===== src/rtl/axil_regfile_pkg.sv =====
// Shared response codes and handshake state types for the AXI-Lite register file.
package axil_regfile_pkg;

  localparam logic [1:0] RESP_OKAY   = 2'b00;
  localparam logic [1:0] RESP_SLVERR = 2'b10;

  typedef enum logic {
    WR_IDLE = 1'b0,
    WR_RESP = 1'b1
  } wr_state_e;

  typedef enum logic {
    RD_IDLE = 1'b0,
    RD_DATA = 1'b1
  } rd_state_e;

endpackage


===== src/rtl/axil_regfile_if.sv =====
// AXI-Lite style bus bundle between a master and the register file.
interface axil_regfile_if #(
  parameter int DATA_WIDTH = 32,
  parameter int ADDR_WIDTH = 6
);
  logic [ADDR_WIDTH-1:0]   waddr;
  logic                    wavalid;
  logic                    waready;
  logic [DATA_WIDTH-1:0]   wdata;
  logic [DATA_WIDTH/8-1:0] wstrb;
  logic                    wvalid;
  logic                    wready;
  logic [1:0]              wresp;
  logic                    bvalid;
  logic                    bready;
  logic [ADDR_WIDTH-1:0]   raddr;
  logic                    arvalid;
  logic                    arready;
  logic [DATA_WIDTH-1:0]   rdata;
  logic [1:0]              rresp;
  logic                    rvalid;
  logic                    rready;

  modport master (
    output waddr, wavalid, wdata, wstrb, wvalid, bready, raddr, arvalid, rready,
    input  waready, wready, wresp, bvalid, arready, rdata, rresp, rvalid
  );

  modport slave (
    input  waddr, wavalid, wdata, wstrb, wvalid, bready, raddr, arvalid, rready,
    output waready, wready, wresp, bvalid, arready, rdata, rresp, rvalid
  );

endinterface


===== src/rtl/axil_regfile_bank.sv =====
// Register storage with byte-strobe updates; read-only slots never store and show 0.
module axil_regfile_bank #(
  parameter int                  DATA_WIDTH = 32,
  parameter int                  NUM_REGS   = 8,
  parameter int                  IDX_W      = 4,
  parameter logic [NUM_REGS-1:0] RO_MASK    = '0
) (
  input  logic                           clk,
  input  logic                           rst_n,
  input  logic                           wr_en,
  input  logic [IDX_W-1:0]               wr_idx,
  input  logic [DATA_WIDTH-1:0]          wr_data,
  input  logic [DATA_WIDTH/8-1:0]        wr_strb,
  output logic                           wr_ok,
  output logic [NUM_REGS*DATA_WIDTH-1:0] reg_q
);

  localparam int STRB_W = DATA_WIDTH / 8;

  logic [DATA_WIDTH-1:0] mem_q [NUM_REGS];
  logic [DATA_WIDTH-1:0] mem_d [NUM_REGS];

  // Kept apart from the update logic so the FSM can use it without a combinational loop.
  always_comb begin
    wr_ok = 1'b0;
    for (int i = 0; i < NUM_REGS; i++) begin
      if (wr_idx == IDX_W'(i) && !RO_MASK[i]) wr_ok = 1'b1;
    end
  end

  always_comb begin
    mem_d = mem_q;
    for (int i = 0; i < NUM_REGS; i++) begin
      if (wr_en && wr_idx == IDX_W'(i) && !RO_MASK[i]) begin
        for (int b = 0; b < STRB_W; b++) begin
          if (wr_strb[b]) mem_d[i][b*8 +: 8] = wr_data[b*8 +: 8];
        end
      end
    end
  end

  always_ff @(posedge clk or negedge rst_n) begin
    if (!rst_n) mem_q <= '{default: '0};
    else        mem_q <= mem_d;
  end

  always_comb begin
    reg_q = '0;
    for (int i = 0; i < NUM_REGS; i++) begin
      reg_q[i*DATA_WIDTH +: DATA_WIDTH] = RO_MASK[i] ? '0 : mem_q[i];
    end
  end

endmodule


===== src/rtl/axil_regfile.sv =====
// AXI-Lite register file: independent write and read handshake FSMs around a register bank.
//   state   | meaning
//   WR_IDLE | accepting AW and W independently; commit once both are held
//   WR_RESP | write response presented, waiting for bready
//   RD_IDLE | accepting AR
//   RD_DATA | read data presented, waiting for rready
module axil_regfile
  import axil_regfile_pkg::*;
#(
  parameter int                  DATA_WIDTH = 32,
  parameter int                  ADDR_WIDTH = 6,
  parameter int                  NUM_REGS   = 8,
  parameter logic [NUM_REGS-1:0] RO_MASK    = '0
) (
  input  logic                           clk,
  input  logic                           rst_n,
  axil_regfile_if.slave                  s,
  output logic [NUM_REGS*DATA_WIDTH-1:0] reg_q,
  input  logic [NUM_REGS*DATA_WIDTH-1:0] hw_d
);

  localparam int STRB_W = DATA_WIDTH / 8;
  localparam int LSB    = $clog2(STRB_W);
  localparam int IDX_W  = ADDR_WIDTH - LSB;

  wr_state_e             wr_state_q, wr_state_d;
  logic                  aw_held_q, aw_held_d;
  logic                  w_held_q, w_held_d;
  logic [IDX_W-1:0]      awidx_q, awidx_d;
  logic [DATA_WIDTH-1:0] wdata_q, wdata_d;
  logic [STRB_W-1:0]     wstrb_q, wstrb_d;
  logic [1:0]            wresp_q, wresp_d;

  rd_state_e             rd_state_q, rd_state_d;
  logic [DATA_WIDTH-1:0] rdata_q, rdata_d;
  logic [1:0]            rresp_q, rresp_d;

  logic                  aw_fire, w_fire, commit, wr_ok;
  logic [IDX_W-1:0]      cm_idx, rd_idx;
  logic [DATA_WIDTH-1:0] cm_data, rd_word;
  logic [STRB_W-1:0]     cm_strb;
  logic                  rd_hit;
  logic                  unused_addr_lsbs;

  assign unused_addr_lsbs = ^{s.waddr[LSB-1:0], s.raddr[LSB-1:0]};

  assign s.waready = (wr_state_q == WR_IDLE) && !aw_held_q;
  assign s.wready  = (wr_state_q == WR_IDLE) && !w_held_q;
  assign s.bvalid  = (wr_state_q == WR_RESP);
  assign s.wresp   = wresp_q;
  assign s.arready = (rd_state_q == RD_IDLE);
  assign s.rvalid  = (rd_state_q == RD_DATA);
  assign s.rdata   = rdata_q;
  assign s.rresp   = rresp_q;

  assign aw_fire = s.wavalid && s.waready;
  assign w_fire  = s.wvalid && s.wready;

  // Commit operands: a held beat wins, otherwise the beat arriving this cycle.
  assign cm_idx  = aw_held_q ? awidx_q : s.waddr[ADDR_WIDTH-1:LSB];
  assign cm_data = w_held_q ? wdata_q : s.wdata;
  assign cm_strb = w_held_q ? wstrb_q : s.wstrb;

  axil_regfile_bank #(
    .DATA_WIDTH (DATA_WIDTH),
    .NUM_REGS   (NUM_REGS),
    .IDX_W      (IDX_W),
    .RO_MASK    (RO_MASK)
  ) u_bank (
    .clk     (clk),
    .rst_n   (rst_n),
    .wr_en   (commit),
    .wr_idx  (cm_idx),
    .wr_data (cm_data),
    .wr_strb (cm_strb),
    .wr_ok   (wr_ok),
    .reg_q   (reg_q)
  );

  always_comb begin
    wr_state_d = wr_state_q;
    aw_held_d  = aw_held_q;
    w_held_d   = w_held_q;
    awidx_d    = awidx_q;
    wdata_d    = wdata_q;
    wstrb_d    = wstrb_q;
    wresp_d    = wresp_q;
    commit     = 1'b0;
    case (wr_state_q)
      WR_IDLE: begin
        if (aw_fire) begin
          aw_held_d = 1'b1;
          awidx_d   = s.waddr[ADDR_WIDTH-1:LSB];
        end
        if (w_fire) begin
          w_held_d = 1'b1;
          wdata_d  = s.wdata;
          wstrb_d  = s.wstrb;
        end
        if ((aw_held_q || aw_fire) && (w_held_q || w_fire)) begin
          commit     = 1'b1;
          aw_held_d  = 1'b0;
          w_held_d   = 1'b0;
          wresp_d    = wr_ok ? RESP_OKAY : RESP_SLVERR;
          wr_state_d = WR_RESP;
        end
      end
      WR_RESP: if (s.bready) wr_state_d = WR_IDLE;
      default: wr_state_d = WR_IDLE;
    endcase
  end

  assign rd_idx = s.raddr[ADDR_WIDTH-1:LSB];

  // RO slots come straight from hw_d; unmatched indices leave rd_word at 0.
  always_comb begin
    rd_word = '0;
    rd_hit  = 1'b0;
    for (int i = 0; i < NUM_REGS; i++) begin
      if (rd_idx == IDX_W'(i)) begin
        rd_hit  = 1'b1;
        rd_word = RO_MASK[i] ? hw_d[i*DATA_WIDTH +: DATA_WIDTH]
                             : reg_q[i*DATA_WIDTH +: DATA_WIDTH];
      end
    end
  end

  always_comb begin
    rd_state_d = rd_state_q;
    rdata_d    = rdata_q;
    rresp_d    = rresp_q;
    case (rd_state_q)
      RD_IDLE: begin
        if (s.arvalid) begin
          rdata_d    = rd_word;
          rresp_d    = rd_hit ? RESP_OKAY : RESP_SLVERR;
          rd_state_d = RD_DATA;
        end
      end
      RD_DATA: if (s.rready) rd_state_d = RD_IDLE;
      default: rd_state_d = RD_IDLE;
    endcase
  end

  always_ff @(posedge clk or negedge rst_n) begin
    if (!rst_n) begin
      wr_state_q <= WR_IDLE;
      aw_held_q  <= 1'b0;
      w_held_q   <= 1'b0;
      awidx_q    <= '0;
      wdata_q    <= '0;
      wstrb_q    <= '0;
      wresp_q    <= '0;
      rd_state_q <= RD_IDLE;
      rdata_q    <= '0;
      rresp_q    <= '0;
    end else begin
      wr_state_q <= wr_state_d;
      aw_held_q  <= aw_held_d;
      w_held_q   <= w_held_d;
      awidx_q    <= awidx_d;
      wdata_q    <= wdata_d;
      wstrb_q    <= wstrb_d;
      wresp_q    <= wresp_d;
      rd_state_q <= rd_state_d;
      rdata_q    <= rdata_d;
      rresp_q    <= rresp_d;
    end
  end

endmodule


===== src/flat_wrapper.sv =====
// flat-port wrapper written by rule: the top's interface ports become plain ports
module axil_regfile_flat import axil_regfile_pkg::*;
#(
  parameter int                  DATA_WIDTH = 32,
  parameter int                  ADDR_WIDTH = 6,
  parameter int                  NUM_REGS   = 8,
  parameter logic [NUM_REGS-1:0] RO_MASK    = '0
)
  (clk, rst_n, reg_q, hw_d, s_waddr, s_wavalid, s_wdata, s_wstrb, s_wvalid, s_bready, s_raddr, s_arvalid, s_rready, s_waready, s_wready, s_wresp, s_bvalid, s_arready, s_rdata, s_rresp, s_rvalid);
  axil_regfile_if #(.DATA_WIDTH(DATA_WIDTH), .ADDR_WIDTH(ADDR_WIDTH)) s_i ();
  input  logic clk;
  input  logic rst_n;
  output logic [NUM_REGS*DATA_WIDTH-1:0] reg_q;
  input  logic [NUM_REGS*DATA_WIDTH-1:0] hw_d;
  input wire logic [$bits(s_i.waddr)-1:0] s_waddr;
  input wire logic [$bits(s_i.wavalid)-1:0] s_wavalid;
  input wire logic [$bits(s_i.wdata)-1:0] s_wdata;
  input wire logic [$bits(s_i.wstrb)-1:0] s_wstrb;
  input wire logic [$bits(s_i.wvalid)-1:0] s_wvalid;
  input wire logic [$bits(s_i.bready)-1:0] s_bready;
  input wire logic [$bits(s_i.raddr)-1:0] s_raddr;
  input wire logic [$bits(s_i.arvalid)-1:0] s_arvalid;
  input wire logic [$bits(s_i.rready)-1:0] s_rready;
  output wire logic [$bits(s_i.waready)-1:0] s_waready;
  output wire logic [$bits(s_i.wready)-1:0] s_wready;
  output wire logic [$bits(s_i.wresp)-1:0] s_wresp;
  output wire logic [$bits(s_i.bvalid)-1:0] s_bvalid;
  output wire logic [$bits(s_i.arready)-1:0] s_arready;
  output wire logic [$bits(s_i.rdata)-1:0] s_rdata;
  output wire logic [$bits(s_i.rresp)-1:0] s_rresp;
  output wire logic [$bits(s_i.rvalid)-1:0] s_rvalid;
  assign s_i.waddr = s_waddr;
  assign s_i.wavalid = s_wavalid;
  assign s_i.wdata = s_wdata;
  assign s_i.wstrb = s_wstrb;
  assign s_i.wvalid = s_wvalid;
  assign s_i.bready = s_bready;
  assign s_i.raddr = s_raddr;
  assign s_i.arvalid = s_arvalid;
  assign s_i.rready = s_rready;
  assign s_waready = s_i.waready;
  assign s_wready = s_i.wready;
  assign s_wresp = s_i.wresp;
  assign s_bvalid = s_i.bvalid;
  assign s_arready = s_i.arready;
  assign s_rdata = s_i.rdata;
  assign s_rresp = s_i.rresp;
  assign s_rvalid = s_i.rvalid;
  axil_regfile #(.DATA_WIDTH(DATA_WIDTH), .ADDR_WIDTH(ADDR_WIDTH), .NUM_REGS(NUM_REGS), .RO_MASK(RO_MASK)) u_core (.clk(clk), .rst_n(rst_n), .s(s_i), .reg_q(reg_q), .hw_d(hw_d));
endmodule

===== config.mk =====
export PLATFORM = sky130hd
export DESIGN_NAME = axil_regfile_flat
export DESIGN_NICKNAME = d
export VERILOG_FILES = /design/src/rtl/axil_regfile_pkg.sv /design/src/rtl/axil_regfile_if.sv /design/src/rtl/axil_regfile_bank.sv /design/src/rtl/axil_regfile.sv /design/src/flat_wrapper.sv
export SDC_FILE = /design/constraint.sdc
export NUM_CORES = 1
export LEC_CHECK = 0
export ABC_CLOCK_PERIOD_IN_PS = 2910
export CORE_AREA = 3 3 237 239
export DETAILED_ROUTE_END_ITERATION = 8
export DIE_AREA = 0 0 240 242
export HOLD_SLACK_MARGIN = 0.15
export PLACE_DENSITY = 0.62
export SLEW_MARGIN = 20
export SYNTH_ARGS = -nofsm -noshare
export SYNTH_HDL_FRONTEND = slang
export SYNTH_HIERARCHICAL = 1
export SYNTH_SLANG_ARGS = --single-unit

===== constraint.sdc =====
create_clock -name clk -period 2.91 [get_ports clk]
set_clock_uncertainty 0.15 [all_clocks]
set_input_delay 0.4365 -clock clk [delete_from_list [all_inputs] [get_ports clk]]
set_output_delay 0.4365 -clock clk [all_outputs]
set_load 0.05 [all_outputs]

==> results of run 1 <==
-- cells in the mapped netlist, drive strengths merged (2+ instances only) --
cell type    n  area (um2)
nor3         6       41.29
inv          4       15.01
mux2       347        3908
nand3        8       60.06
mux4         8       180.2
or3          5       31.28
a2bb2oi     23       201.4
nand2b       4       25.02
a21oi        9       48.80
buf         48       354.1
nand2       34       130.1
clkbuf      19       75.07
nor4bb       2       20.02
nand3b       2       15.01
and2        17       106.4
nor2        82       340.3
o221a        4       45.04
dfrtp      334        8358
a311oi      16       196.4
nand4b       4       35.03
and4bb       4       50.05
o21a         8       60.06
nor2b       11       68.82
o31ai        6       45.04
a22oi        4       30.03
o211ai       9       67.56
o22ai       26       219.0
o21ai       32       160.2
mux2i       64       640.6
-- worst max-delay path, delay by kind of cell (launching register included) --
family / cells / cell delay, ns
buffers and inverters: 1 / 0.84
flip-flops: 1 / 0.49
AND/OR/NAND/NOR: 1 / 0.23
-- power breakdown --
group	internal, uW	switching (uW)
registers	6550	1650
logic	5070	8900
clock network	2920	1940
-- per-layer routing --
metal / global-route usage / wire length (um) / vias up
li1: - / - / 5075
met1: 0.2653 / 25460 / 6003
met2: 0.3046 / 25820 / 521
met3: 0.07457 / 6110 / 113
met4: 0.05941 / 1603 / 16
met5: 0 / 109 / -
-- worst max path at each step --
stage | from | to | slack (ns) | cells after the start
2_1_floorplan | u_core/s.bvalid | u_core/u_bank/reg_q[128] | 0.47 | 7
3_3_place_gp | s_waddr[2] | u_core/u_bank/reg_q[62] | 0.12 | 7
3_5_place_dp | s_waddr[2] | u_core/u_bank/reg_q[50] | 0.11 | 7
4_1_cts | u_core/aw_held_q | s_waready | 0.21 | 2
5_1_grt | u_core/aw_held_q | s_waready | 0.14 | 2
6_report | u_core/aw_held_q | s_waready | 0.22 | 2
-- what timing repair did --
action | CTS | global route
buffers inserted | 0 | 0
hold buffers | 1 | 0
hold endpoints to repair | 70 | 0
-- through the flow --
| stage | hold WS, ns | setup WS (ns) |
|---|---|---|
| floorplan | -0.009091 | 0.4703 |
| global route | 0.3027 | 0.1381 |
| finish | 0.3018 | 0.2220 |
| detailed placement | 0.2891 | 0.1142 |
| CTS | 0.2690 | 0.2077 |
| global placement | 0.2849 | 0.1202 |
-- kinds of logic after synthesis --
kind of cell,synth area share
AOI/OAI and AO/OA,0.07358
buffers and inverters,0.02836
and+or+nand+nor,0.06224
other,0.0002394
DFF,0.5337
muxes,0.3019
-- flip-flops by register name, summed over array words and instances (netlist names) --
name                 count
u_core/w_held_q          1
u_core/s.wresp           1
u_core/wstrb_q           4
u_core/s.rresp           1
u_core/aw_held_q         1
u_core/s.bvalid          1
u_core/s.rdata          32
u_core/u_bank/reg_q    256
u_core/wdata_q          32
u_core/awidx_q           4
u_core/s.rvalid          1
-- final cells by class --
| class | instances | area, um2 | area share |
|---|---|---|---|
| clock buffer | 58 | 1160 | 0.05296 |
| timing repair buffer | 429 | 4497 | 0.2053 |
| inverter | 4 | 15.01 | 0.0006855 |
| tap | 696 | 870.8 | 0.03976 |
| clock inverter | 10 | 102.6 | 0.004684 |
| antenna | 1 | 2.502 | 0.0001143 |
| sequential | 334 | 8359 | 0.3817 |
| multi-input combinational | 752 | 6895 | 0.3148 |
==> impl_metrics.csv, run 1 <==
group,metric,value,unit
global_routing,gr-total-overflow,0,
synthesis,synth_seq_area_share,0.5337,
sta,final-setup-viol-count,0,
cts,insertion_delay,0.54,ns
setup_path,max_stage_delay,0.84,ns
floorplan,width_of_the_die,240,um
final_layout,syn2layout_area_growth,39.85,%
sta,final_hold_violation_count,0,
final_layout,layoutNonFillerInstCount,2284,
final_layout,layout.core_utilization,0.4054,
synthesis,synth.yosys.warnings,6,
cts,path_clk_slew,0.06,ns
setup_path,worst_setup_path_start_kind,"register",
sta,grt_setup_unrepaired,"no",
setup_path,crit-reg2reg-capture,"u_core/u_bank/reg_q[45]",
floorplan,floorplan.io_pins,608,
placed_design,globalplace.congestion,0.8072,
placed_design,io_buffer_count,345,
sta,timing.setup.tns,0,ns
cts,cts_htree_levels,2,
placed_design,placed_area,20630,um2
setup_path,regToRegSetupSlack,0.41,ns
synthesis,ys_async_sr_fraction,1.000,
floorplan,dieHeight,242,um
final_layout,layout_commonest_cell,"clkdlybuf4s50_1",
setup_path,path_class,"reg2out",
final_layout,fin_nets,1871,
drt,drc_viols,0,
power_and_ir_drop,pleak,0.009542,uW
cts,cts.repair.resized,0,
setup_path,cp-end-kind,"primary output",
setup_path,critPathSlowestCell,"clkdlybuf4s50_1",
global_routing,grt_start_max_net_pins,69,
setup_path,crit-reg2reg-launch,"u_core/aw_held_q",
drt,drt_first_pass_iters,5,
global_routing,via_count_of_the_first_global_routing_pass,12320,
drt,vias,11730,
drt,routed_wire_length_per_instance,25.88,um
min_path,worst_hold_path_type,"in2reg",
final_layout,drive_above_1_share,0.3233,
global_routing,grt.total_usage,0.2001,
setup_path,crit_path_max_fanout,8,
setup_path,worst-endpoint-required,2.32,ns
placed_design,hpwl,42.15,mm
cts,cts_buffers,39,
cts,clock_path_buffers,3,
job,cap_viol_max_count,0,
synthesis,synth_edf_count,0,
final_layout,mostFrequentLayoutCells,"clkdlybuf4s50_1, dfrtp_1, mux2_2",
drt,via_per_inst,5.135,
synthesis,post_synthesis_mean_instance_area,13.55,um2
min_path,min_path_cells,2,
floorplan,fp.dieArea,58080,um2
run_status,run_status,"finished clean",
sta,layout_min_cycle_time,2.688,ns
cts,cts_tree,"yes",
power_and_ir_drop,vdd.ir_drop.worst,0.7915,mV
sta,timing_max_transition_violations_final,0,
sta,maxSlewHeadroom,0.5626,
placed_design,placed_cells_incl_taps,2214,
global_routing,antenna_found_initial,10,
final_layout,design_area,21900,um2
setup_path,number_of_cells_on_the_worst_reg_to_reg_path,6,
floorplan,initial_core_utilization,0.2899,
setup_path,crit_arrival,2.10,ns
drt,drt_first_iter_violations,692,
floorplan,design.core.area,54030,um2
drt,antenna_violating_nets_post_route,0,
setup_path,crit_chain,"nor2_1 -> clkdlybuf4s50_1",
synthesis,dominantRegCellSynth,"dfrtp_1",
sta,worst-slew-pin-transition,0.6541,ns
min_path,whs_endpoint,"u_core/s.rvalid",
sta,finalCritPeriodShare,0.9237,
synthesis,synthesis.area,15660,um2
min_path,worstHoldStart,"s_rready",
power_and_ir_drop,power-per-cell-area,1234,nW/um2
global_routing,grt_pass1_wl,85.30,mm
power_and_ir_drop,power,27020,uW
cts,clock_sink_count,334,
sta,fmax,0.3720,GHz
synthesis,ffs_latches_synth,334,
drt,routed_wl,59.10,mm
final_layout,layout.filler_cells,5087,
synthesis,syn_inst,1156,
floorplan,core.rowCount,85,
cts,clk_root_buffer_cell,"clkbuf_16",
synthesis,yosysUniqueCellTypes,59,
(Power assumes the default switching activity.)
==> run 2, diff against run 1 <==
HOLD_SLACK_MARGIN = 0.12   (was 0.15)
==> results of run 2 <==
Final layout, timing and power as in run 1 (identical DEF).
